`src/rtl/alu_dispatch_if.sv`:
```
// Handshake and external-unit bus for alu_dispatch.
// slave = the dispatcher; master = the producer/consumer and the mul/div units.
interface alu_dispatch_if;
   logic        in_valid;
   logic        in_ready;
   logic [2:0]  opcode;
   logic [15:0] op_a;
   logic [15:0] op_b;
   logic        out_valid;
   logic        out_ready;
   logic [31:0] result;
   logic        carry;
   logic        zero;
   logic        err;
   logic        mul_load;
   logic [15:0] mul_m;
   logic [15:0] mul_q;
   logic [31:0] mul_p;
   logic        div_ld;
   logic [15:0] div_dividend;
   logic [15:0] div_divisor;
   logic [15:0] div_q;
   logic [15:0] div_r;

   modport slave (
      input  in_valid, opcode, op_a, op_b, out_ready, mul_p, div_q, div_r,
      output in_ready, out_valid, result, carry, zero, err,
             mul_load, mul_m, mul_q, div_ld, div_dividend, div_divisor
   );

   modport master (
      output in_valid, opcode, op_a, op_b, out_ready, mul_p, div_q, div_r,
      input  in_ready, out_valid, result, carry, zero, err,
             mul_load, mul_m, mul_q, div_ld, div_dividend, div_divisor
   );
endinterface

```
`src/rtl/alu_dispatch.sv`:
```
// 16-bit ALU front-end: simple ops run in one cycle, mul/div are strobed to
// external units and their results sampled after a fixed latency.
module alu_dispatch #(
   parameter int LD_CYCLES = 2,
   parameter int MUL_LAT   = 18,
   parameter int DIV_LAT   = 20
) (
   input  logic          clk,
   input  logic          rst,
   alu_dispatch_if.slave bus
);
   localparam logic [2:0] OP_ADD = 3'd0;
   localparam logic [2:0] OP_SUB = 3'd1;
   localparam logic [2:0] OP_AND = 3'd2;
   localparam logic [2:0] OP_OR  = 3'd3;
   localparam logic [2:0] OP_XOR = 3'd4;
   localparam logic [2:0] OP_MUL = 3'd5;
   localparam logic [2:0] OP_DIV = 3'd6;
   localparam int MAXLAT = (MUL_LAT > DIV_LAT) ? MUL_LAT : DIV_LAT;
   localparam int CW     = $clog2(MAXLAT + LD_CYCLES + 1);

   typedef enum logic [2:0] {IDLE, EXEC, LOAD, WAIT, DONE} state_e;

   state_e        state_q;
   logic [2:0]    opc_q;
   logic [15:0]   a_q, b_q;
   logic [CW-1:0] cnt_q;
   logic [31:0]   result_q;
   logic          carry_q, zero_q, err_q;
   logic          mul_load_q, div_ld_q;

   logic [31:0]   alu_res_d;
   logic          alu_carry_d, alu_err_d;
   logic [16:0]   sum_d;
   logic [31:0]   cap_d;

   always_comb begin
      sum_d       = {1'b0, a_q} + {1'b0, b_q};
      alu_res_d   = '0;
      alu_carry_d = 1'b0;
      alu_err_d   = 1'b0;
      case (opc_q)
         OP_ADD: begin alu_res_d = {15'b0, sum_d}; alu_carry_d = sum_d[16]; end
         OP_SUB: begin alu_res_d = {16'b0, a_q - b_q}; alu_carry_d = (a_q < b_q); end
         OP_AND: alu_res_d = {16'b0, a_q & b_q};
         OP_OR:  alu_res_d = {16'b0, a_q | b_q};
         OP_XOR: alu_res_d = {16'b0, a_q ^ b_q};
         // Only a zero divisor reaches EXEC with a div opcode.
         OP_DIV: begin alu_res_d = {a_q, 16'hFFFF}; alu_err_d = 1'b1; end
         default: alu_err_d = 1'b1;
      endcase
      cap_d = (opc_q == OP_MUL) ? bus.mul_p : {bus.div_r, bus.div_q};
   end

   always_ff @(posedge clk or negedge rst) begin
      if (!rst) begin
         state_q    <= IDLE;
         opc_q      <= '0;
         a_q        <= '0;
         b_q        <= '0;
         cnt_q      <= '0;
         result_q   <= '0;
         carry_q    <= 1'b0;
         zero_q     <= 1'b0;
         err_q      <= 1'b0;
         mul_load_q <= 1'b0;
         div_ld_q   <= 1'b0;
      end else begin
         case (state_q)
            IDLE: if (bus.in_valid) begin
               opc_q <= bus.opcode;
               a_q   <= bus.op_a;
               b_q   <= bus.op_b;
               cnt_q <= '0;
               if (bus.opcode == OP_MUL || (bus.opcode == OP_DIV && bus.op_b != 16'd0))
                  state_q <= LOAD;
               else
                  state_q <= EXEC;
            end
            EXEC: begin
               result_q <= alu_res_d;
               carry_q  <= alu_carry_d;
               err_q    <= alu_err_d;
               zero_q   <= (alu_res_d == 32'd0);
               state_q  <= DONE;
            end
            // First LOAD cycle raises the strobe; it then stays up LD_CYCLES cycles.
            LOAD: if (cnt_q == CW'(LD_CYCLES)) begin
               mul_load_q <= 1'b0;
               div_ld_q   <= 1'b0;
               cnt_q      <= (opc_q == OP_MUL) ? CW'(MUL_LAT - 1) : CW'(DIV_LAT - 1);
               state_q    <= WAIT;
            end else begin
               mul_load_q <= (opc_q == OP_MUL);
               div_ld_q   <= (opc_q == OP_DIV);
               cnt_q      <= cnt_q + CW'(1);
            end
            WAIT: if (cnt_q == '0) begin
               result_q <= cap_d;
               zero_q   <= (cap_d == 32'd0);
               carry_q  <= 1'b0;
               err_q    <= 1'b0;
               state_q  <= DONE;
            end else begin
               cnt_q <= cnt_q - CW'(1);
            end
            DONE: if (bus.out_ready) state_q <= IDLE;
            default: state_q <= IDLE;
         endcase
      end
   end

   assign bus.in_ready     = (state_q == IDLE);
   assign bus.out_valid    = (state_q == DONE);
   assign bus.result       = result_q;
   assign bus.carry        = carry_q;
   assign bus.zero         = zero_q;
   assign bus.err          = err_q;
   assign bus.mul_load     = mul_load_q;
   assign bus.mul_m        = a_q;
   assign bus.mul_q        = b_q;
   assign bus.div_ld       = div_ld_q;
   assign bus.div_dividend = a_q;
   assign bus.div_divisor  = b_q;
endmodule

```
`src/flat_wrapper.sv`:
```
// flat-port wrapper written by rule: the top's interface ports become plain ports
module alu_dispatch_flat 
#(
   parameter int LD_CYCLES = 2,
   parameter int MUL_LAT   = 18,
   parameter int DIV_LAT   = 20
)
  (clk, rst, bus_in_valid, bus_opcode, bus_op_a, bus_op_b, bus_out_ready, bus_mul_p, bus_div_q, bus_div_r, bus_in_ready, bus_out_valid, bus_result, bus_carry, bus_zero, bus_err, bus_mul_load, bus_mul_m, bus_mul_q, bus_div_ld, bus_div_dividend, bus_div_divisor);
  alu_dispatch_if bus_i ();
  input  logic clk;
  input  logic rst;
  input wire logic [$bits(bus_i.in_valid)-1:0] bus_in_valid;
  input wire logic [$bits(bus_i.opcode)-1:0] bus_opcode;
  input wire logic [$bits(bus_i.op_a)-1:0] bus_op_a;
  input wire logic [$bits(bus_i.op_b)-1:0] bus_op_b;
  input wire logic [$bits(bus_i.out_ready)-1:0] bus_out_ready;
  input wire logic [$bits(bus_i.mul_p)-1:0] bus_mul_p;
  input wire logic [$bits(bus_i.div_q)-1:0] bus_div_q;
  input wire logic [$bits(bus_i.div_r)-1:0] bus_div_r;
  output wire logic [$bits(bus_i.in_ready)-1:0] bus_in_ready;
  output wire logic [$bits(bus_i.out_valid)-1:0] bus_out_valid;
  output wire logic [$bits(bus_i.result)-1:0] bus_result;
  output wire logic [$bits(bus_i.carry)-1:0] bus_carry;
  output wire logic [$bits(bus_i.zero)-1:0] bus_zero;
  output wire logic [$bits(bus_i.err)-1:0] bus_err;
  output wire logic [$bits(bus_i.mul_load)-1:0] bus_mul_load;
  output wire logic [$bits(bus_i.mul_m)-1:0] bus_mul_m;
  output wire logic [$bits(bus_i.mul_q)-1:0] bus_mul_q;
  output wire logic [$bits(bus_i.div_ld)-1:0] bus_div_ld;
  output wire logic [$bits(bus_i.div_dividend)-1:0] bus_div_dividend;
  output wire logic [$bits(bus_i.div_divisor)-1:0] bus_div_divisor;
  assign bus_i.in_valid = bus_in_valid;
  assign bus_i.opcode = bus_opcode;
  assign bus_i.op_a = bus_op_a;
  assign bus_i.op_b = bus_op_b;
  assign bus_i.out_ready = bus_out_ready;
  assign bus_i.mul_p = bus_mul_p;
  assign bus_i.div_q = bus_div_q;
  assign bus_i.div_r = bus_div_r;
  assign bus_in_ready = bus_i.in_ready;
  assign bus_out_valid = bus_i.out_valid;
  assign bus_result = bus_i.result;
  assign bus_carry = bus_i.carry;
  assign bus_zero = bus_i.zero;
  assign bus_err = bus_i.err;
  assign bus_mul_load = bus_i.mul_load;
  assign bus_mul_m = bus_i.mul_m;
  assign bus_mul_q = bus_i.mul_q;
  assign bus_div_ld = bus_i.div_ld;
  assign bus_div_dividend = bus_i.div_dividend;
  assign bus_div_divisor = bus_i.div_divisor;
  alu_dispatch #(.LD_CYCLES(LD_CYCLES), .MUL_LAT(MUL_LAT), .DIV_LAT(DIV_LAT)) u_core (.clk(clk), .rst(rst), .bus(bus_i));
endmodule
```
`config.mk`:
```
export PLATFORM = sky130hd
export DESIGN_NAME = alu_dispatch_flat
export DESIGN_NICKNAME = d
export VERILOG_FILES = /design/src/rtl/alu_dispatch_if.sv /design/src/rtl/alu_dispatch.sv /design/src/flat_wrapper.sv
export SDC_FILE = /design/constraint.sdc
export NUM_CORES = 1
export LEC_CHECK = 0
export BUFFER_PORTS_ARGS = -buffer_cell sky130_fd_sc_hd__buf_2
export CAP_MARGIN = 15
export CORE_MARGIN = 2
export CORE_UTILIZATION = 53
export DETAILED_ROUTE_END_ITERATION = 6
export GPL_ROUTABILITY_DRIVEN = 1
export PLACE_DENSITY_LB_ADDON = 0.05
export SETUP_SLACK_MARGIN = 0.02
export SLEW_MARGIN = 15
export SYNTH_ARGS = -nofsm -noshare
export SYNTH_HDL_FRONTEND = slang
export SYNTH_SLANG_ARGS = --single-unit
```
`constraint.sdc`:
```
create_clock -name clk -period 5.1 [get_ports clk]
set_input_delay 0.51 -clock clk [delete_from_list [all_inputs] [get_ports clk]]
set_output_delay 0.51 -clock clk [all_outputs]
set_load 0.01 [all_outputs]
```
==> results of run 1 <==
## synth_stat cells, drive strengths merged, types with 7 or more instances
cell type  number  share of area [%]
o21ai          96                6.9
nand2          92                5.0
dfrtp          80                 29
nor2           73                4.0
inv            56                3.0
a21oi          55                4.0
ha             52                9.4
buf            49                5.0
mux2i          39                5.6
clkbuf         38                2.1
nor3           22                1.6
nor2b          18                1.6
o22ai          15                1.4
nand3          14                1.0
o31ai          10                1.2
nand2b          9               0.81
nor4            9               0.90
o21bai          9               0.98
a211oi          8                1.0
and2            8               0.76
nand4           8               0.72
a2111oi         7               0.90
a31oi           7               0.63
## per-stage QoR
step,total power [W],instance area (um2),hold slack [ps]
2_1_floorplan,0.00447,6920,214
4_1_cts,0.00632,8050,78.0
3_3_place_gp,0.00560,7750,450
6_report,0.00639,8050,68.8
5_1_grt,0.00691,8050,99.8
3_5_place_dp,0.00563,7750,451
## worst paths after layout
check | start | to | slack, ps
max in group asynchronous | rst | u_core.bus.div_dividend[11] | 4000
max reg2reg | u_core.opc_q[1] | u_core.bus.zero | 1570
min in group clk | bus_op_a[15] | u_core.bus.div_dividend[15] | 360
min reg2reg | u_core.bus.result[5] | u_core.bus.result[5] | 470
min | rst | u_core.cnt_q[3] | 70
max | u_core.opc_q[1] | u_core.bus.zero | 1570
## state kept, by name, indices dropped and copies added (netlist names)
register	flops
u_core.state_q	3
u_core.bus.div_divisor	16
u_core.bus.err	1
u_core.bus.div_dividend	16
u_core.bus.carry	1
u_core.bus.div_ld	1
u_core.bus.result	32
u_core.cnt_q	5
u_core.bus.mul_load	1
u_core.opc_q	3
u_core.bus.zero	1
## routing by layer
metal / global-route usage [%] / up-vias / wire length, um
met3: 6.42 / 51 / 1960
met5: 0 / - / 0
met4: 13.0 / 0 / 806
met2: 49.8 / 353 / 9990
li1: - / 3343 / -
met1: 43.1 / 3299 / 9670
## worst max-delay path, delay by kind of cell (launching register included)
kind | cells | cell delay [ps]
simple gates | 5 | 1290
compound gates | 3 | 850
flops | 1 | 1010
buf+inv | 1 | 290
## final cells by class
cell class	instances	area share, %
timing repair buffer	214	13.6
multi-input combinational	648	52.5
tap	172	2.67
clock buffer	12	3.06
inverter	56	2.61
sequential	80	24.9
clock inverter	4	0.653
## cell families (layout without fill, tap and decap cells)
family | count (synthesis) | after routing | share of synthesized area [%]
compound gates | 272 | 272 | 25.4
simple gates | 271 | 271 | 18.2
buf+inv | 143 | 286 | 10.1
flops | 80 | 80 | 28.9
fa+ha+maj | 54 | 54 | 9.98
mux | 45 | 45 | 6.62
xor+xnor | 6 | 6 | 0.760
## where the power goes
group	switching, W	internal [W]	total [W]	leakage, nW
clock	0.000278	0.000395	0.000673	0.147
combinational	0.00271	0.00170	0.00441	2.87
sequential	0.000370	0.000935	0.00130	1.02
total	0.00336	0.00303	0.00639	4.04
==> impl_metrics.py, run 1 <==
metrics = {
    "yosys": {
        "syn_area_mm2": 0.00692,
        "synth_nets": 1028,
        "synth.avg_cell_area_um2": 7.94,
        "ys_seq_area_share_pct": 28.9,
        "synth_warnings": 0,
        "synth_cell_type_count": 75,
        "ys_async_sr_fraction_pct": 100,
        "ys_ff_latch": 80,
        "synth_cells": 871,
        "synth_enable_flop_cells": 0,
        "yosys_most_used_dff": "dfrtp_1",
    },
    "die": {
        "die_h_um": 118,
        "die_w_um": 118,
        "core_area_mm2": 0.0127,
        "die_area_mm2": 0.0140,
        "ios": 206,
        "initial_utilization_pct": 54.6,
        "placement_rows": 41,
    },
    "sta": {
        "slew_headroom_pct": 26.5,
        "tightest_slew_ps": 1100,
        "rsz0062_at_grt": "no",
        "fin_ws_ps": 1570,
        "slew_viol_final": 0,
        "finalCritPeriodShare_pct": 69.2,
        "hold_violations": 0,
        "finalSetupViolCount": 0,
        "fin_worst_skew_ps": 7.08,
        "finalSetupTns_ps": 0,
        "finalCriticalPeriod_ps": 3530,
        "clock.fmax_mhz": 283,
    },
    "cells_and_area": {
        "multi_input_area_mm2": 0.00423,
        "area_delta_synth_final_pct": 16.4,
        "fin_nets": 1166,
        "drive_gt1_share_pct": 25.0,
        "final_cells": 1186,
        "final_common_cell": "buf_2",
        "fillCellCount": 1160,
        "layout_common_cells": "204 x buf_2, 92 x nand2_1, 91 x o21ai_0",
        "ff_latch_area_mm2": 0.00200,
        "fin_util_pct": 63.5,
        "antenna_cells": 0,
    },
    "cts": {
        "cts_buffers": 9,
        "cts_setup_buffers": 0,
        "cts_tree": "done",
        "cts.sinks": 80,
        "clk_pin_slew_ps": 60,
        "cts_buffer_depth": 2,
        "cts_resized": 0,
        "root_buffer": "clkbuf_16",
        "ctsHoldBuffers": 0,
        "clock_latency_ps": 350,
        "h-tree-depth": 3,
    },
    "critical_path": {
        "path_max_fanout": 27,
        "endpoint_kind": "flip-flop",
        "arrival_ps": 3790,
        "startpoint_type": "flip-flop",
        "required_ps": 5360,
        "r2r_cells": 9,
        "cpPeakStageDelay_ps": 1010,
        "crit_type": "reg2reg",
        "slowest_stage": "dfrtp_1",
        "crit_path_cell_trace": "inv_2, nand2_1, o22ai_1, a221o_1, nor4_1, nand4_1, nor4_2, nand3_1, o31ai_2",
    },
    "grt": {
        "first_global_vias": 6552,
        "grt_overflow_total": 0,
        "grt_max_degree": 71,
        "grt_use_total_pct": 31.9,
        "grt_pass1_wl_um": 35400,
        "antenna_found_initial": 0,
    },
    "routing": {
        "dr.pass1.iters": 6,
        "drc": 0,
        "drt_wl_total_um": 22400,
        "antenna_left": 0,
        "wl_per_cell_um": 18.9,
        "via_per_inst": 5.94,
        "vias": 7046,
        "drtIter0Drc": 870,
    },
    "job": {
        "cap_violations": 0,
    },
    "power_and_ir_drop": {
        "ir_worst_vdd_uv": 371,
        "p_leak_nw": 4.04,
        "powerDensity_mw_per_mm2": 794,
    },
    "placement": {
        "pre_cts_ws_ps": 1700,
        "gp_congestion": 0.996,
        "dp.final_hpwl_um": 17200,
        "dp_cells": 1170,
        "numPortBuffers": 205,
    },
    "status": {
        "status": "completed",
    },
    "min_path": {
        "hold_class": "in2async",
    },
}
No activity file was read; power rests on OpenSTA's default activity.
==> inputs of run 2 (changes only) <==
clock period = 3.5 ns   (was 5.1 ns; I/O delays follow)
==> run 2 against run 1 <==
  * Utilization grew 1.4 points
  * Worst hold slack gained 100 ps
  * Power grew 51%
  * Critical endpoint unchanged
  * Clock skew grew 2.5 ps
  * Sequential share of layout area shrank 0.55 points
  * Register-to-register slack lost 1400 ps
  * Fmax grew 5.4%
  * Combinational power grew 53%
  * Routed wire length grew 2.9%
  * Critical path depth grew 4
==> impl_metrics.py, run 2 (synthesis results as in run 1) <==
metrics = {
    "cts": {
        "cts_tree": "done",
        "cts.sinks": 80,
        "cts_buffers": 9,
        "ctsHoldBuffers": 0,
        "root_buffer": "clkbuf_16",
        "h-tree-depth": 3,
        "cts_resized": 0,
        "clock_latency_ps": 350,
        "cts_buffer_depth": 2,
        "cts_setup_buffers": 0,
        "clk_pin_slew_ps": 70,
    },
    "critical_path": {
        "crit_type": "reg2reg",
        "startpoint_type": "flip-flop",
        "r2r_slack_ps": 150,
        "path_max_fanout": 4,
        "slowest_stage": "o31ai_1",
        "cpPeakStageDelay_ps": 470,
        "required_ps": 3760,
        "r2r-start": "u_core.bus.div_dividend[0]",
        "r2r_cells": 13,
        "path_buf_inv": 2,
        "endpoint_kind": "flip-flop",
        "reg2reg_to": "u_core.bus.zero",
        "crit_path_cell_trace": "inv_1, ha_1, inv_1, fa_1, nand2b_1, a21oi_1, o21ai_0, a21oi_1, o31ai_1, a21bo_2, nor4_2, nand3_1, o31ai_2",
        "arrival_ps": 3600,
        "critPathTopFamily": "compound AO/OA/AOI/OAI gates",
    },
    "grt": {
        "grt_max_degree": 81,
        "grt_pass1_wl_um": 36000,
        "grt_use_total_pct": 32.6,
        "first_global_vias": 6702,
        "grt_overflow_total": 0,
        "antenna_found_initial": 0,
    },
    "placement": {
        "numPortBuffers": 205,
        "place_area_mm2": 0.00791,
        "dp.final_hpwl_um": 17700,
        "gp_congestion": 1.00,
    },
    "routing": {
        "dr.pass1.iters": 5,
        "via_per_inst": 5.94,
        "wl_per_cell_um": 19.2,
        "drtIter0Drc": 639,
        "antenna_left": 0,
        "vias": 7143,
        "drc": 0,
        "drt_wl_total_um": 23100,
    },
    "sta": {
        "finalCritPeriodShare_pct": 95.6,
        "slew_headroom_pct": 32.1,
        "clock.fmax_mhz": 299,
        "fin_worst_skew_ps": 9.61,
        "finalSetupViolCount": 0,
        "slew_viol_final": 0,
        "finalSetupTns_ps": 0,
        "tightest_slew_ps": 1020,
        "hold_violations": 0,
        "finalCriticalPeriod_ps": 3350,
    },
    "cells_and_area": {
        "fin_nets": 1183,
        "drive_gt1_share_pct": 26.5,
        "layout_common_cells": "204 x buf_2, 92 x nand2_1, 91 x o21ai_0",
        "area_delta_synth_final_pct": 19.0,
        "largest_reg_flops": 32,
        "final_common_cell": "buf_2",
        "fin_util_pct": 65.0,
        "antenna_cells": 0,
        "fin_area_mm2": 0.00823,
    },
    "die": {
        "placement_rows": 41,
        "die_h_um": 118,
        "die_w_um": 118,
        "initial_utilization_pct": 54.6,
        "core_area_mm2": 0.0127,
        "die_area_mm2": 0.0140,
        "ios": 206,
    },
    "power_and_ir_drop": {
        "p_leak_nw": 4.14,
        "powerDensity_mw_per_mm2": 1170,
        "ir_worst_vdd_uv": 515,
    },
    "min_path": {
        "hold_class": "in2async",
    },
    "job": {
        "cap_violations": 0,
    },
    "status": {
        "status": "completed",
    },
}
==> run 2: worst max-delay path by stage <==
stage	startpoint	endpoint	slack, ps	depth (start not counted)
after floorplan	u_core.bus.div_dividend[1]	u_core.bus.zero	660	11
after global placement	u_core.bus.div_dividend[2]	u_core.bus.zero	300	11
after detailed placement	u_core.bus.div_dividend[2]	u_core.bus.zero	250	11
after CTS	u_core.bus.div_dividend[2]	u_core.bus.zero	180	11
after global routing	u_core.bus.div_divisor[1]	u_core.bus.zero	-20	11
final	u_core.bus.div_dividend[0]	u_core.bus.zero	150	13
==> run 2: report_power, final <==
group	switching, W	leakage [nW]	total, W	internal, W
Combinational	0.00408	2.97	0.00676	0.00267
Sequential	0.000502	1.02	0.00186	0.00136
Clock	0.000420	0.153	0.00105	0.000630
Total	0.00501	4.14	0.00967	0.00466
==> run 2: cell type report <==
| class | instances | area [um2] |
|---|---|---|
| inverters | 56 | 210 |
| fillers | 1158 | 4440 |
| multi-input cells | 648 | 4240 |
| clock buffers | 10 | 229 |
| repair buffers | 231 | 1250 |
| flip-flops and latches | 80 | 2000 |
| well taps | 172 | 215 |
| clock inverters | 6 | 90.1 |
==> run 2: worst reg2reg max path: stages (launching register included) <==
cell and delay [ps]:
dfrtp_1 400, inv_1 130, ha_1 230, inv_1 70, fa_1 430, nand2b_1 170, a21oi_1 110, o21ai_0 220
a21oi_1 130, o31ai_1 470, a21bo_2 290, nor4_2 240, nand3_1 130, o31ai_2 250
==> run 2: metrics by stage <==
stage / hold slack (ps) / instances / setup WS (ps) / power [W]
2_1_floorplan: 54.4 / 871 / 663 / 0.00651
3_3_place_gp: 451 / 1187 / 301 / 0.00839
3_5_place_dp: 451 / 1187 / 247 / 0.00843
4_1_cts: 196 / 1203 / 177 / 0.00951
5_1_grt: 203 / 1203 / -22.2 / 0.0104
6_report: 173 / 1203 / 153 / 0.00967
==> run 2: per-layer routing <==
layer	GRT usage [%]	vias to the layer above	routed length, um
met3	7.67	51	2110
li1	-	3382	-
met2	49.6	364	10200
met5	0	-	0
met1	43.9	3346	9900
met4	14.5	0	837
==> inputs of run 3 (changes only) <==
REMOVE_ABC_BUFFERS = 1   (was unset)
==> run 3 against run 2 <==
  * Non-clock buffer count increased by 4
  * Power decreased by 1.6%
  * Sequential cell count unchanged
  * Worst setup slack improved by 83 ps
  * Global-route usage decreased by 0.65 points
  * Register-to-register slack improved by 80 ps
  * Sequential power about the same
  * Utilization increased by 0.079 points
==> impl_metrics.py, run 3 (synthesis results as in run 1) <==
metrics = {
    "cts": {
        "root_buffer": "clkbuf_16",
        "h-tree-depth": 3,
        "clock_latency_ps": 350,
        "clk_pin_slew_ps": 60,
        "cts_buffers": 9,
        "cts_buffer_depth": 2,
        "cts.sinks": 80,
        "cts_tree": "done",
        "cts_setup_buffers": 0,
    },
    "critical_path": {
        "crit_path_cell_trace": "inv_1, ha_1, nand2b_1, a2111oi_1, nor2_1, o31ai_1, o2111a_1, nor2_2, nor4_2, nand3_1, o31ai_2",
        "endpoint_kind": "flip-flop",
        "crit_type": "reg2reg",
        "critPathTopFamily": "compound AO/OA/AOI/OAI gates",
        "crit_end": "u_core.bus.zero",
        "slowest_stage": "a2111oi_1",
        "arrival_ps": 3530,
        "required_ps": 3760,
        "startpoint_type": "flip-flop",
        "cp.depth": 11,
        "r2r-start": "u_core.bus.div_dividend[2]",
        "r2r_slack_ps": 240,
        "crit_start": "u_core.bus.div_dividend[2]",
        "reg2reg_to": "u_core.bus.zero",
        "cpPeakStageDelay_ps": 570,
        "path_buf_inv": 1,
        "path_max_fanout": 7,
        "r2r_cells": 11,
    },
    "cells_and_area": {
        "largest_reg_flops": 32,
        "fin_nets": 1187,
        "area_delta_synth_final_pct": 19.2,
        "antenna_cells": 0,
        "final_cells": 1207,
        "final_common_cell": "buf_2",
        "fin_util_pct": 65.1,
        "fillCellCount": 1165,
        "layout_common_cells": "204 x buf_2, 92 x nand2_1, 90 x o21ai_0",
        "fin_area_mm2": 0.00824,
        "drive_gt1_share_pct": 26.6,
    },
    "sta": {
        "fin_worst_skew_ps": 5.47,
        "finalCritPeriodShare_pct": 93.2,
        "tightest_slew_ps": 830,
        "hold_violations": 0,
        "slew_headroom_pct": 44.1,
        "finalSetupViolCount": 0,
        "finalCriticalPeriod_ps": 3260,
        "slew_viol_final": 0,
        "clock.fmax_mhz": 306,
    },
    "placement": {
        "place_area_mm2": 0.00792,
        "dp.final_hpwl_um": 17400,
        "dp_cells": 1189,
        "numPortBuffers": 205,
        "gp_congestion": 0.980,
    },
    "routing": {
        "drt_wl_total_um": 22500,
        "wl_per_cell_um": 18.7,
        "antenna_left": 0,
        "via_per_inst": 5.87,
        "dr.pass1.iters": 5,
        "drtIter0Drc": 726,
        "vias": 7087,
        "drc": 0,
    },
    "min_path": {
        "hold_class": "in2reg",
    },
    "grt": {
        "grt_pass1_wl_um": 35200,
        "grt_max_degree": 81,
        "first_global_vias": 6519,
        "antenna_found_initial": 0,
        "grt_use_total_pct": 31.9,
        "grt_overflow_total": 0,
    },
    "die": {
        "die_area_mm2": 0.0140,
        "placement_rows": 41,
        "ios": 206,
        "die_h_um": 118,
        "core_area_mm2": 0.0127,
        "die_w_um": 118,
        "initial_utilization_pct": 54.6,
    },
    "power_and_ir_drop": {
        "p_leak_nw": 4.14,
        "ir_worst_vdd_uv": 618,
        "powerDensity_mw_per_mm2": 1150,
    },
    "status": {
        "status": "completed",
    },
    "job": {
        "cap_violations": 0,
    },
}
-- run 3: changes by cell type in the layout (fill, tap and decap cells not counted), sizes merged --
cell,change
clkinvlp,+1
bufinv,-2
inv,-1
buf,+3
clkbuf,+2
dlygate4sd3,+1
-- run 3: layout make-up --
cell class                 instances  area (um2)  share of cell area [%]
multi-input combinational        648        4240                    51.4
clock buffer                      12         246                    2.99
sequential                        80        2000                    24.3
clock inverter                     4        28.8                   0.349
tap                              172         215                    2.61
timing repair buffer             235        1300                    15.8
inverter                          56         210                    2.55
-- run 3: repair_timing --
action,CTS,global route
gates resized for setup,0,4
setup endpoints to repair,0,2
hold buffers,0,1
hold endpoints to repair,0,3
-- run 3: worst register-to-register path, delay by kind of cell (launching register included) --
kind	cells	cell delay, ps
AOI/OAI and AO/OA	4	1450
adders and majority gates	1	370
buffers and inverters	1	80
DFF	1	440
and+or+nand+nor	5	820
-- run 3: through the flow --
stage / hold WS [ps] / TNS, ps / setup slack, ps / power [W]
6_report: 193 / 0 / 236 / 0.00952
3_3_place_gp: 445 / 0 / 337 / 0.00844
4_1_cts: 189 / 0 / 301 / 0.00938
3_5_place_dp: 451 / 0 / 325 / 0.00844
2_1_floorplan: 54.4 / 0 / 7.82 / 0.00612
5_1_grt: 214 / -21.4 / -21.4 / 0.0102
-- run 3: power by group --
group / total, W / switching (W) / internal, W
clock network: 0.000909 / 0.000407 / 0.000502
logic: 0.00677 / 0.00407 / 0.00270
registers: 0.00183 / 0.000470 / 0.00136
total: 0.00952 / 0.00495 / 0.00457
-- run 3: worst min-delay path by stage --
stage,startpoint,to,slack (ps),cells past startpoint
floorplan,rst,u_core.bus.carry,50,0
global placement,u_core.bus.result[15],u_core.bus.result[15],450,2
detailed placement,u_core.bus.result[15],u_core.bus.result[15],450,2
CTS,bus_op_a[13],u_core.bus.div_dividend[13],190,3
global route,bus_op_a[6],u_core.bus.div_dividend[6],210,3
finish,bus_op_a[15],u_core.bus.div_dividend[15],190,3
-- run 3: routing by layer --
layer	wire, um	vias to the layer above	GRT usage [%]
met5	0	-	0
met4	603	0	10.8
met3	1810	36	5.98
met2	10200	318	49.0
met1	9950	3352	45.0
li1	-	3381	-
